==> config.mk <==
export PLATFORM = sky130hd
export DESIGN_NAME = clk_div_ramp_ctrl
export DESIGN_NICKNAME = d
export VERILOG_FILES = /design/src/rtl/clk_div_pkg.sv /design/src/rtl/clk_div_ramp_ctrl.sv
export SDC_FILE = /design/constraint.sdc
export NUM_CORES = 1
export LEC_CHECK = 0
export CAP_MARGIN = 25
export CORE_ASPECT_RATIO = 0.8
export CORE_MARGIN = 4
export CORE_UTILIZATION = 30
export DETAILED_ROUTE_END_ITERATION = 8
export PLACE_DENSITY = 0.56
export SYNTH_ARGS = -nofsm -noshare
export SYNTH_HDL_FRONTEND = slang
export SYNTH_SLANG_ARGS = --single-unit
==> constraint.sdc <==
create_clock -name clk_i -period 6.2 [get_ports clk_i]
set_clock_uncertainty 0.05 [all_clocks]
set_input_delay 0.93 -clock clk_i [delete_from_list [all_inputs] [get_ports clk_i]]
set_output_delay 0.93 -clock clk_i [all_outputs]
set_load 0.005 [all_outputs]
==> src/rtl/clk_div_pkg.sv <==
// Shared types and arithmetic for the divider ramp controller: state encoding,
// divider-value normalisation and the clamped single-step rule.
package clk_div_pkg;

  // Helpers work on a fixed 32-bit container; callers size-cast in and out.
  localparam int unsigned CLK_DIV_FN_W = 32;

  typedef enum logic [1:0] {
    ST_IDLE  = 2'd0,
    ST_ISSUE = 2'd1,
    ST_DWELL = 2'd2
  } clk_div_ramp_state_e;

  // A divider value of 0 is meaningless; it is treated as divide-by-1.
  function automatic logic [CLK_DIV_FN_W-1:0] clk_div_norm(
    input logic [CLK_DIV_FN_W-1:0] v
  );
    return (v == '0) ? CLK_DIV_FN_W'(1) : v;
  endfunction

  // Move cur toward tgt by at most step, never overshooting; step 0 jumps.
  // The upward sum is one bit wider so it cannot wrap.
  function automatic logic [CLK_DIV_FN_W-1:0] clk_div_next_step(
    input logic [CLK_DIV_FN_W-1:0] cur,
    input logic [CLK_DIV_FN_W-1:0] tgt,
    input logic [CLK_DIV_FN_W-1:0] step
  );
    logic [CLK_DIV_FN_W:0] sum;
    sum = {1'b0, cur} + {1'b0, step};
    if (step == '0) return tgt;
    if (tgt > cur) return (sum > {1'b0, tgt}) ? tgt : sum[CLK_DIV_FN_W-1:0];
    if ((cur - tgt) <= step) return tgt;
    return cur - step;
  endfunction

endpackage

==> src/rtl/clk_div_ramp_ctrl.sv <==
// Walks the integer clock divider toward a requested value in bounded steps,
// one div/valid/ready handshake per step with a programmable dwell in between.
module clk_div_ramp_ctrl
  import clk_div_pkg::*;
#(
  parameter int unsigned DIV_VALUE_WIDTH   = 4,
  parameter int unsigned DEFAULT_DIV_VALUE = 1,
  parameter int unsigned DWELL_WIDTH       = 8,
  parameter int unsigned TIMEOUT_CYCLES    = 64
) (
  input  logic                       clk_i,
  input  logic                       rst_ni,
  input  logic [DIV_VALUE_WIDTH-1:0] cfg_div_i,
  input  logic [DIV_VALUE_WIDTH-1:0] cfg_step_i,
  input  logic [DWELL_WIDTH-1:0]     cfg_dwell_i,
  input  logic                       cfg_valid_i,
  output logic                       cfg_ready_o,
  input  logic                       abort_i,
  output logic [DIV_VALUE_WIDTH-1:0] div_o,
  output logic                       div_valid_o,
  input  logic                       div_ready_i,
  output logic [DIV_VALUE_WIDTH-1:0] cur_div_o,
  output logic                       busy_o,
  output logic                       done_o,
  output logic                       timeout_o,
  input  logic                       clr_err_i
);

  localparam int unsigned W    = DIV_VALUE_WIDTH;
  localparam int unsigned TO_W = $clog2(TIMEOUT_CYCLES + 1);
  localparam logic [W-1:0]    RESET_DIV = W'(clk_div_norm(32'(DEFAULT_DIV_VALUE)));
  localparam logic [TO_W-1:0] TO_LIMIT  = TO_W'(TIMEOUT_CYCLES);

  clk_div_ramp_state_e state_q, state_d;
  logic [W-1:0]           div_q, div_d;
  logic [W-1:0]           cur_q, cur_d;
  logic [W-1:0]           tgt_q, tgt_d;
  logic [W-1:0]           step_q, step_d;
  logic [DWELL_WIDTH-1:0] dwell_q, dwell_d;
  logic [DWELL_WIDTH-1:0] dwell_cnt_q, dwell_cnt_d;
  logic [TO_W-1:0]        to_cnt_q, to_cnt_d;
  logic                   timeout_q, timeout_d;
  logic                   done_q, done_d;
  logic                   to_set;
  logic [W-1:0]           cfg_tgt_norm;
  logic [W-1:0]           first_step;
  logic [W-1:0]           next_step;

  assign cfg_tgt_norm = W'(clk_div_norm(32'(cfg_div_i)));
  assign first_step   = W'(clk_div_next_step(32'(cur_q), 32'(cfg_tgt_norm), 32'(cfg_step_i)));
  assign next_step    = W'(clk_div_next_step(32'(cur_q), 32'(tgt_q), 32'(step_q)));

  always_comb begin
    // NOTE: every signal gets a default before the case so no path infers a latch.
    state_d     = state_q;
    div_d       = div_q;
    cur_d       = cur_q;
    tgt_d       = tgt_q;
    step_d      = step_q;
    dwell_d     = dwell_q;
    dwell_cnt_d = dwell_cnt_q;
    to_cnt_d    = to_cnt_q;
    done_d      = 1'b0;
    to_set      = 1'b0;

    unique case (state_q)
      ST_IDLE: begin
        if (cfg_valid_i) begin
          tgt_d   = cfg_tgt_norm;
          step_d  = cfg_step_i;
          dwell_d = cfg_dwell_i;
          if (cfg_tgt_norm == cur_q) begin
            done_d = 1'b1;
          end else begin
            div_d    = first_step;
            to_cnt_d = '0;
            state_d  = ST_ISSUE;
          end
        end
      end

      ST_ISSUE: begin
        // abort and timeout never withdraw a pending request
        if (div_ready_i) begin
          cur_d = div_q;
          if (div_q == tgt_q) begin
            done_d  = 1'b1;
            state_d = ST_IDLE;
          end else if (abort_i) begin
            state_d = ST_IDLE;
          end else begin
            dwell_cnt_d = dwell_q;
            state_d     = ST_DWELL;
          end
        end else if (to_cnt_q != TO_LIMIT) begin
          to_cnt_d = to_cnt_q + 1'b1;
          to_set   = (to_cnt_d == TO_LIMIT);
        end
      end

      ST_DWELL: begin
        if (abort_i) begin
          state_d = ST_IDLE;
        end else if (dwell_cnt_q == '0) begin
          div_d    = next_step;
          to_cnt_d = '0;
          state_d  = ST_ISSUE;
        end else begin
          dwell_cnt_d = dwell_cnt_q - 1'b1;
        end
      end

      default: state_d = ST_IDLE;
    endcase

    // set has priority over clear
    if (to_set)         timeout_d = 1'b1;
    else if (clr_err_i) timeout_d = 1'b0;
    else                timeout_d = timeout_q;
  end

  // NOTE: state registers use non-blocking assignments so every flop samples pre-edge values.
  always_ff @(posedge clk_i or negedge rst_ni) begin
    if (!rst_ni) begin
      state_q     <= ST_IDLE;
      div_q       <= RESET_DIV;
      cur_q       <= RESET_DIV;
      tgt_q       <= RESET_DIV;
      step_q      <= '0;
      dwell_q     <= '0;
      dwell_cnt_q <= '0;
      to_cnt_q    <= '0;
      timeout_q   <= 1'b0;
      done_q      <= 1'b0;
    end else begin
      state_q     <= state_d;
      div_q       <= div_d;
      cur_q       <= cur_d;
      tgt_q       <= tgt_d;
      step_q      <= step_d;
      dwell_q     <= dwell_d;
      dwell_cnt_q <= dwell_cnt_d;
      to_cnt_q    <= to_cnt_d;
      timeout_q   <= timeout_d;
      done_q      <= done_d;
    end
  end

  assign cfg_ready_o = (state_q == ST_IDLE);
  assign busy_o      = (state_q != ST_IDLE);
  assign div_valid_o = (state_q == ST_ISSUE);
  assign div_o       = div_q;
  assign cur_div_o   = cur_q;
  assign done_o      = done_q;
  assign timeout_o   = timeout_q;

endmodule

# Word-level counts from Yosys, hierarchy flattened
# Index checks and enable logic that the tools add are counted.
# op_classes
n_addsub	8
order_cmp	6
muxes	63
reduce_logical	16
eq_ne	17
# ops
operator	count
$mux 4	19
$le 32x4->1	2
$mux 7	6
$mux 8	5
$mux 1	21
$pmux 7 s3	1
$ne 2x2->1 const B	8
$pmux 8 s2	1
$mux 2	7
$logic_not 4->1	3
$add 4x4->5	2
$gt 5x4->1	2
$sub 4x4->5	2
$eq 4x4->1	2
$gt 4x4->1	2
$logic_not 8->1	1
$pmux 4 s2	1
$reduce_bool 2->1	4
$sub 4x4->4	2
$sub 8x1->8 const B	1
$add 7x1->7 const B	1
$eq 7x7->1 const B	1
$ne 7x7->1 const B	1
$reduce_and 7->1	1
12 further kinds	14
# totals
out_inout_bits	13
regBits	43
word_cells	120

# Logic depth before layout (Yosys ltp)
# Gate-level depths: netlist of the first run.
# logic_depth
depth_word	13
depth_mapped	15

# Worst setup path after synthesis of the first run
# Ideal clock, no wire load.
# synth_timing
path_kind	in2reg
start	input cfg_div_i[2]
end	register div_q[0] (netlist: div_o[0])
setup_slack_ns	2.710
required_ns	6.056
arrival_time_ns	3.346
n_path_buf	0
path_stages	13
setup_time_ns	0.094
cell_sequence	inv_1 a31o_2 ha_1 inv_1 fa_1 ha_1 nor2b_1 o21ai_0 a21oi_1 or2_2 and2_1 o311ai_1 o211ai_1
# synth_between
elab_chain_cells	13
elab_cells_between_ends	24
classes_between	add/sub: 1; order compare: 3; eq/ne: 2; mux: 16; reduce/logical: 2
# synth_rtl
element	line	text
from (decl)	clk_div_ramp_ctrl.sv:13	input logic [DIV_VALUE_WIDTH-1:0] cfg_div_i,
$logic_not 4->1 *	clk_div_pkg.sv:18	return (v == '0) ? CLK_DIV_FN_W'(1) : v;
$mux 4 *	clk_div_pkg.sv:18	
named net cfg_tgt_norm[0]	clk_div_ramp_ctrl.sv:45	logic [W-1:0] cfg_tgt_norm;
$sub 4x4->5	clk_div_pkg.sv:32	if ((cur - tgt) <= step) return tgt;
$le 32x4->1	clk_div_pkg.sv:32	
$mux 1 (2 in a row)	clk_div_pkg.sv:32	
$mux 1	clk_div_pkg.sv:31	if (tgt > cur) return (sum > {1'b0, tgt}) ? tgt : sum[CLK_DIV_FN_W-1:0];
$mux 4	clk_div_pkg.sv:33	return cur - step;
$mux 4	clk_div_pkg.sv:32	
$mux 4	clk_div_pkg.sv:31	
$mux 4	clk_div_ramp_ctrl.sv:72	if (cfg_tgt_norm == cur_q) begin
$mux 4	clk_div_ramp_ctrl.sv:68	if (cfg_valid_i) begin
$pmux 4 s2	clk_div_ramp_ctrl.sv:66	unique case (state_q)
to (signal assigned)	clk_div_ramp_ctrl.sv:137	div_q <= div_d;
to (decl)	clk_div_ramp_ctrl.sv:35	logic [W-1:0] div_q, div_d;
# The timed path passes the listed nets; every way through them passes the cells marked *. The select of a mux whose other input is x is not followed.
# A chain may end at the register's enable or synchronous reset.

# Worst setup path in the final report of the first run
# layout_timing
start	input cfg_div_i[1]
end	register div_q[0] (netlist: div_o[0])
# The elaborated chain is that of the path after synthesis.

==> metrics.yaml, run 1 <==
arrival_ps: 4320
fin_cells: 564
synth_nets: 457
die_h_um: 104
dp_hpwl_um: 6830
p_switching_uw: 1120
ctsResizeCount: 0
slowest_stage: "clkdlybuf4s50_1"
dr.pass1.iters: 4
synth_edf_count: 0
detail_route.wirelength_um: 8890
hp-class: "primary input to async pin"
required_ps: 6350
fin_util_pct: 37.4
diodes: 0
worst-setup-path-type: "primary input to register"
worst_pin_slew_ps: 939
clockRootBuffer: "clkbuf_16"
htree_levels: 2
grt_pass1_vias: 2820
yosysWarnings: 0
path_clk_slew_ps: 60
min_period_ps: 4170
swShare_pct: 46.7
clock_path_buffers: 2
max-cap-violations: 0
drt-wirelength-per-cell_um: 15.8
placed_cells: 553
path_delay_family: "compound AO/OA/AOI/OAI gates"
synthTopCellsByArea: "dfrtp_1 29%, ha_1 16%, mux2_2 4.5%, o21ai_0 4.2%, a21oi_1 3.7%"
grt_pass1_wl_um: 14700
numCtsBuffers: 5
grt_usage_pct: 13.5
path_buf_inv: 3
setup_tns_ps: 0
synth_top_cell_by_area: "dfrtp_1"
antenna_left: 0
cp_max_fo: 5
dieArea_um2: 13400
nFillCells: 1079
avgSynthCellArea_um2: 9.06
grt_max_degree: 44
hold_violations: 0
yosysSeqAreaShare_pct: 30.9
seq_area_um2: 1080
die_w_um: 129
fin_nets: 491
ys_types: 55
area_growth_pct: 19.1
startpoint_type: "primary input"
io_buffers: 34
rsz0062_at_grt: "false"
status: "finished, final reports clean"
cts.sinks: 43
r2r_start: "cur_div_o[1]"
cts_tree: "done"
p_int_uw: 1280
p_clk_share_pct: 11.2
routed_via_density: 5.19
finalCritPeriodShare_pct: 67.3
cellLeakagePower_uw: 0.00179
synth-seq-cells: 43
fmax_ghz: 0.240
initial_core_util_pct: 31.4
rows: 34
r2r_cells: 11
vdd_ir_drop_max_mv: 0.164
multiInputGateArea_um2: 2240
route.detailed.drc: 0
synth_top_area_share_pct: 28.7
drv_slew: 0
vias: 2928
synth_area_um2: 3490
path_cells: "clkdlybuf4s50_1 > inv_1 > a31o_2 > ha_1 > inv_1 > fa_1 > ha_1 > nor2b_1 > o21ai_0 > a21oi_1 > or2_2 > and2_1 > o311ai_1 > o211ai_1"
gr-total-overflow: 0
setup_viol_count_final: 0
r2r-end: "div_o[2]"
crit_path_end_kind: "register"
slew_headroom_pct: 36.8
final_layout_size_suffix_gt1_share_pct: 8.81
seq_power_share_pct: 23.0
num_io_pins: 35
async_flop_share_pct: 100
cts_setup_buffers: 0
synth-main-ff-cell: "dfrtp_1"
ctsHoldBuffers: 0
globalplace.congestion: 0.849
antenna_found_initial: 0
rrSetupSlack_ps: 2650
core_um2: 11100
synthCells: 385
p_comb_share_pct: 65.8
drtIter0Drc: 189
powerDensity_nw_per_um2: 579
critPathMaxStageDelay_ps: 570
clkLatencyLatePin_ps: 290
[power by group through the flow]
stage                     Sequential (uW)  Clock (uW)  Combinational (uW)
after detailed placement              561           0                1550
after CTS                             558         277                1560
after floorplan                       507           0                1150
after global routing                  572         289                1810
after global placement                560           0                1520
final                                 553         269                1580
[worst max path at each step]
stage          cells after the start       end    startpoint
2_1_floorplan                     13  div_o[0]  cfg_div_i[2]
3_3_place_gp                      14  div_o[0]  cfg_div_i[1]
4_1_cts                           14  div_o[0]  cfg_div_i[1]
3_5_place_dp                      14  div_o[0]  cfg_div_i[1]
5_1_grt                           14  div_o[0]  cfg_div_i[1]
6_report                          14  div_o[0]  cfg_div_i[1]
[stage by stage]
stage	setup slack [ps]	area (um^2)	hold slack (ps)	power [uW]
finish	2030	4160	396	2410
CTS	2020	4100	459	2390
global placement	1660	3960	444	2080
floorplan	2710	3490	425	1660
detailed placement	1740	3960	445	2110
global route	1810	4160	389	2670
[layer usage]
metal  vias up  global-route usage (%)  wire (um)
met3         8                    2.57        531
met4         0                    3.15         81
met5         -                       0          0
li1       1452                       -          -
met1      1389                    20.9       4600
met2        79                    19.2       3680
[final cells by class]
class                      count  area share, %
multi-input combinational    299           53.8
timing repair buffer          37           9.39
sequential                    43           26.0
clock buffer                   7           3.43
clock inverter                 1          0.120
tap                          144           4.33
inverter                      33           2.98
[cell usage after synthesis, drive strengths merged (5+ instances only)]
cell type and number:
nand4 7, inv 33, a21oi 26, o211ai 8, o21ai 35, nand3 11, nor2b 6, nor3 9
dfrtp 40, ha 44, nor4 5, fa 6, nor2 23, buf 6, and3 6, nand2 24
o21bai 7, nand2b 9, mux2 14, xnor2 9, xor2 7
[cells in the final DEF (no fill, tap or decap), types with 4 or more instances in the layout]
cell             synthesis  layout
xnor2_1                  9       9
ha_1                    44      44
nor3_1                   8       8
o21a_1                   4       4
fa_1                     6       6
o211ai_1                 8       8
nand3_1                 11      11
nand4_1                  7       7
o21ai_0                 29      29
mux2_2                  14      14
nand2_1                 24      24
or2_2                    4       4
o21ai_1                  6       6
clkdlybuf4s50_1          0      33
nand2b_1                 9       9
xor2_1                   7       7
nor2_1                  23      23
a21oi_1                 26      26
nor4_1                   4       4
clkbuf_16                0       5
o21bai_1                 7       7
inv_1                   33      33
dfrtp_1                 40      40
nor2b_1                  6       6
and3_1                   5       5
[cells by family (layout without fill, tap and decap cells)]
family                   Yosys count  count (layout)  share of synthesized area [%]
AO/OA/AOI/OAI                    103             103                           18.3
XOR/XNOR                          16              16                           4.02
adder cells (fa/ha/maj)           50              50                           19.2
buffers and inverters             43              78                           4.98
flip-flops                        43              43                           30.9
multiplexers                      16              16                           5.09
AND/OR/NAND/NOR                  114             114                           17.4
[state kept, by name (all words and copies together) (netlist names)]
| name | count |
|---|---|
| done_o | 1 |
| step_q | 4 |
| div_o | 4 |
| timeout_o | 1 |
| state_q | 2 |
| to_cnt_q | 7 |
| dwell_cnt_q | 8 |
| cur_div_o | 4 |
| tgt_q | 4 |
| dwell_q | 8 |
No activity file was read; power rests on OpenSTA's default activity.
==> inputs of run 2 (changes only) <==
==> constraint.sdc (replaced) <==
create_clock -name clk_i -period 3.9 [get_ports clk_i]
set_clock_uncertainty 0.05 [all_clocks]
set_input_delay 0.585 -clock clk_i [delete_from_list [all_inputs] [get_ports clk_i]]
set_output_delay 0.585 -clock clk_i [all_outputs]
set_load 0.005 [all_outputs]
==> run 2 against run 1 <==
Compared with the run above: register-to-register slack lost 2100 ps; largest cell class unchanged; non-clock buffer count increased by 10; flip-flop and latch count unchanged; die area stayed put; clock-buffer cell count decreased by 1; largest power group unchanged; routed wire length is 1.8% higher; critical path type unchanged; worst setup slack worse by 1700 ps.
==> metrics.yaml, run 2 (synthesis results as in run 1) <==
status: "finished, final reports clean"  # unchanged
drtIter0Drc: 323  # was 189
antenna_found_initial: 0  # unchanged
p_comb_share_pct: 65.1  # was 65.8%
final_layout_size_suffix_gt1_share_pct: 11.2  # was 8.81%
clockRootBuffer: "clkbuf_16"  # unchanged
setup_tns_ps: 0  # unchanged
num_io_pins: 35  # unchanged
clkLatencyLatePin_ps: 290  # about the same
vias: 2974  # was 2928
p_clk_share_pct: 12.6  # was 11.2%
htree_levels: 2  # unchanged
grt_usage_pct: 14.2  # was 13.5%
die_h_um: 104  # unchanged
rows: 34  # unchanged
dieArea_um2: 13400  # unchanged
vdd_ir_drop_max_mv: 0.311  # was 0.164 mV
seq_power_share_pct: 22.3  # was 23.0%
met1_length_um: 4820  # was 4600 um
slew_headroom_pct: 36.1  # was 36.8%
max-cap-violations: 0  # unchanged
layout_commonest_cell: "ha_1"  # unchanged
hp-class: "primary input to async pin"  # unchanged
path_buf_inv: 3  # unchanged
gr-total-overflow: 0  # unchanged
grt_pass1_wl_um: 15400  # was 14700 um
grt_max_degree: 44  # unchanged
dp_hpwl_um: 7040  # was 6830 um
antenna_left: 0  # unchanged
initial_core_util_pct: 31.4  # unchanged
numCtsBuffers: 5  # unchanged
ctsResizeCount: 0  # unchanged
area_growth_pct: 21.5  # was 19.1%
critPathMaxStageDelay_ps: 570  # about the same
finalCritPeriodShare_pct: 92.9
p_total_uw: 3940  # was 2410 uW
seq_area_um2: 1080  # unchanged
min_period_ps: 3620
layout_common_cells: "44 x ha_1, 40 x dfrtp_1, 33 x inv_1, 33 x clkdlybuf4s50_1, 29 x o21ai_0"  # unchanged
crit_path_end_kind: "register"  # unchanged
path_delay_family: "adder cells"  # was compound AO/OA/AOI/OAI gates
routed_via_density: 5.18  # was 5.19
wl_met2_um: 3620  # was 3680 um
clock_path_buffers: 2  # unchanged
io_buffers: 34  # unchanged
fmax_ghz: 0.276
slowest_stage: "clkdlybuf4s50_1"  # unchanged
drv_slew: 0  # unchanged
arrival_ps: 3780  # was 4320 ps
fin_nets: 501  # was 491
path_cells: "clkdlybuf4s50_1 > inv_1 > a31o_2 > ha_1 > inv_1 > fa_1 > ha_1 > nor2b_1 > o21ai_0 > a21oi_1 > or2_2 > and2_1 > o311ai_1 > o211ai_1"  # unchanged
startpoint_type: "primary input"  # unchanged
cts.sinks: 43  # unchanged
reg_top3: "dwell_cnt_q: 8 flops, dwell_q: 8 flops, to_cnt_q: 7 flops"  # unchanged
path_clk_slew_ps: 60  # about the same
ctsHoldBuffers: 0  # unchanged
detail_route.wirelength_um: 9040  # was 8890 um
grt_pass1_vias: 2956  # was 2820
p_switching_uw: 1820  # was 1120 uW
route.detailed.drc: 0  # unchanged
multiInputGateArea_um2: 2240  # unchanged
diodes: 0  # unchanged
highest_layer: "met4"  # unchanged
drt-wirelength-per-cell_um: 15.8  # about the same
worst-setup-path-type: "primary input to register"  # unchanged
cellLeakagePower_uw: 0.00184  # was 0.00179 uW
powerDensity_nw_per_um2: 930  # was 579 nW/um^2
cts_tree: "done"  # unchanged
die_w_um: 129  # unchanged
rsz0062_at_grt: "false"  # unchanged
met3WireLength_um: 489  # was 531 um
required_ps: 4060  # was 6350 ps
core_um2: 11100  # unchanged
dr.pass1.iters: 4  # unchanged
setup_viol_count_final: 0  # unchanged
nFillCells: 1103  # was 1079
cts_setup_buffers: 0  # unchanged
globalplace.congestion: 0.969  # was 0.849
swShare_pct: 46.1  # was 46.7%
worst_pin_slew_ps: 957  # was 939 ps
hold_violations: 0  # unchanged
cp_max_fo: 5  # unchanged
p_int_uw: 2120  # was 1280 uW
[run 2: cell types whose count changed in the layout (fill, tap and decap cells not counted)]
cell / previous run / this run
buf_16: 1 / 0
bufinv_16: 0 / 1
clkbuf_1: 1 / 0
buf_4: 1 / 12
[run 2: power groups by stage]
stage / registers [uW] / clock network [uW] / logic, uW
final: 877 / 498 / 2570
after global routing: 910 / 531 / 2920
after CTS: 878 / 516 / 2540
after detailed placement: 882 / 0 / 2520
after global placement: 880 / 0 / 2470
after floorplan: 806 / 0 / 1830
[run 2: per-stage QoR]
step                      cells  hold WS (ps)  setup WS (ps)  cell area (um^2)  util [%]
after floorplan             385           239            755              3490         -
after global placement      565           445           58.0              4050      36.4
after detailed placement    565           455           29.2              4050      36.4
after CTS                   573           452            330              4220      38.0
after global routing        574           213           69.1              4240      38.2
final                       574           185            279              4240      38.2
[run 2: final timing paths]
check                             start         end  slack (ps)  cells after the start
setup / recovery           cfg_div_i[1]    div_o[0]         280                     14
hold / removal                   rst_ni  state_q[1]         180                      1
setup reg to reg           cur_div_o[0]    div_o[2]         520                     12
hold reg to reg              dwell_q[4]  dwell_q[4]         460                      1
max in group asynchronous        rst_ni  dwell_q[4]        3110                      2
min in group clk_i           dwell_q[4]  dwell_q[4]         460                      1
[run 2: layer usage]
metal	global-route usage, %	vias to the layer above
met3	2.41	11
met5	0	-
met2	19.6	72
li1	-	1469
met4	4.05	0
met1	22.4	1422
[run 2: area by class of cell]
class / instances / share of cell area [%]
repair buffers: 47 / 10.5
clock buffers: 6 / 3.28
flip-flops and latches: 43 / 25.5
clock inverters: 2 / 0.826
inverters: 33 / 2.92
multi-input cells: 299 / 52.7
well taps: 144 / 4.25
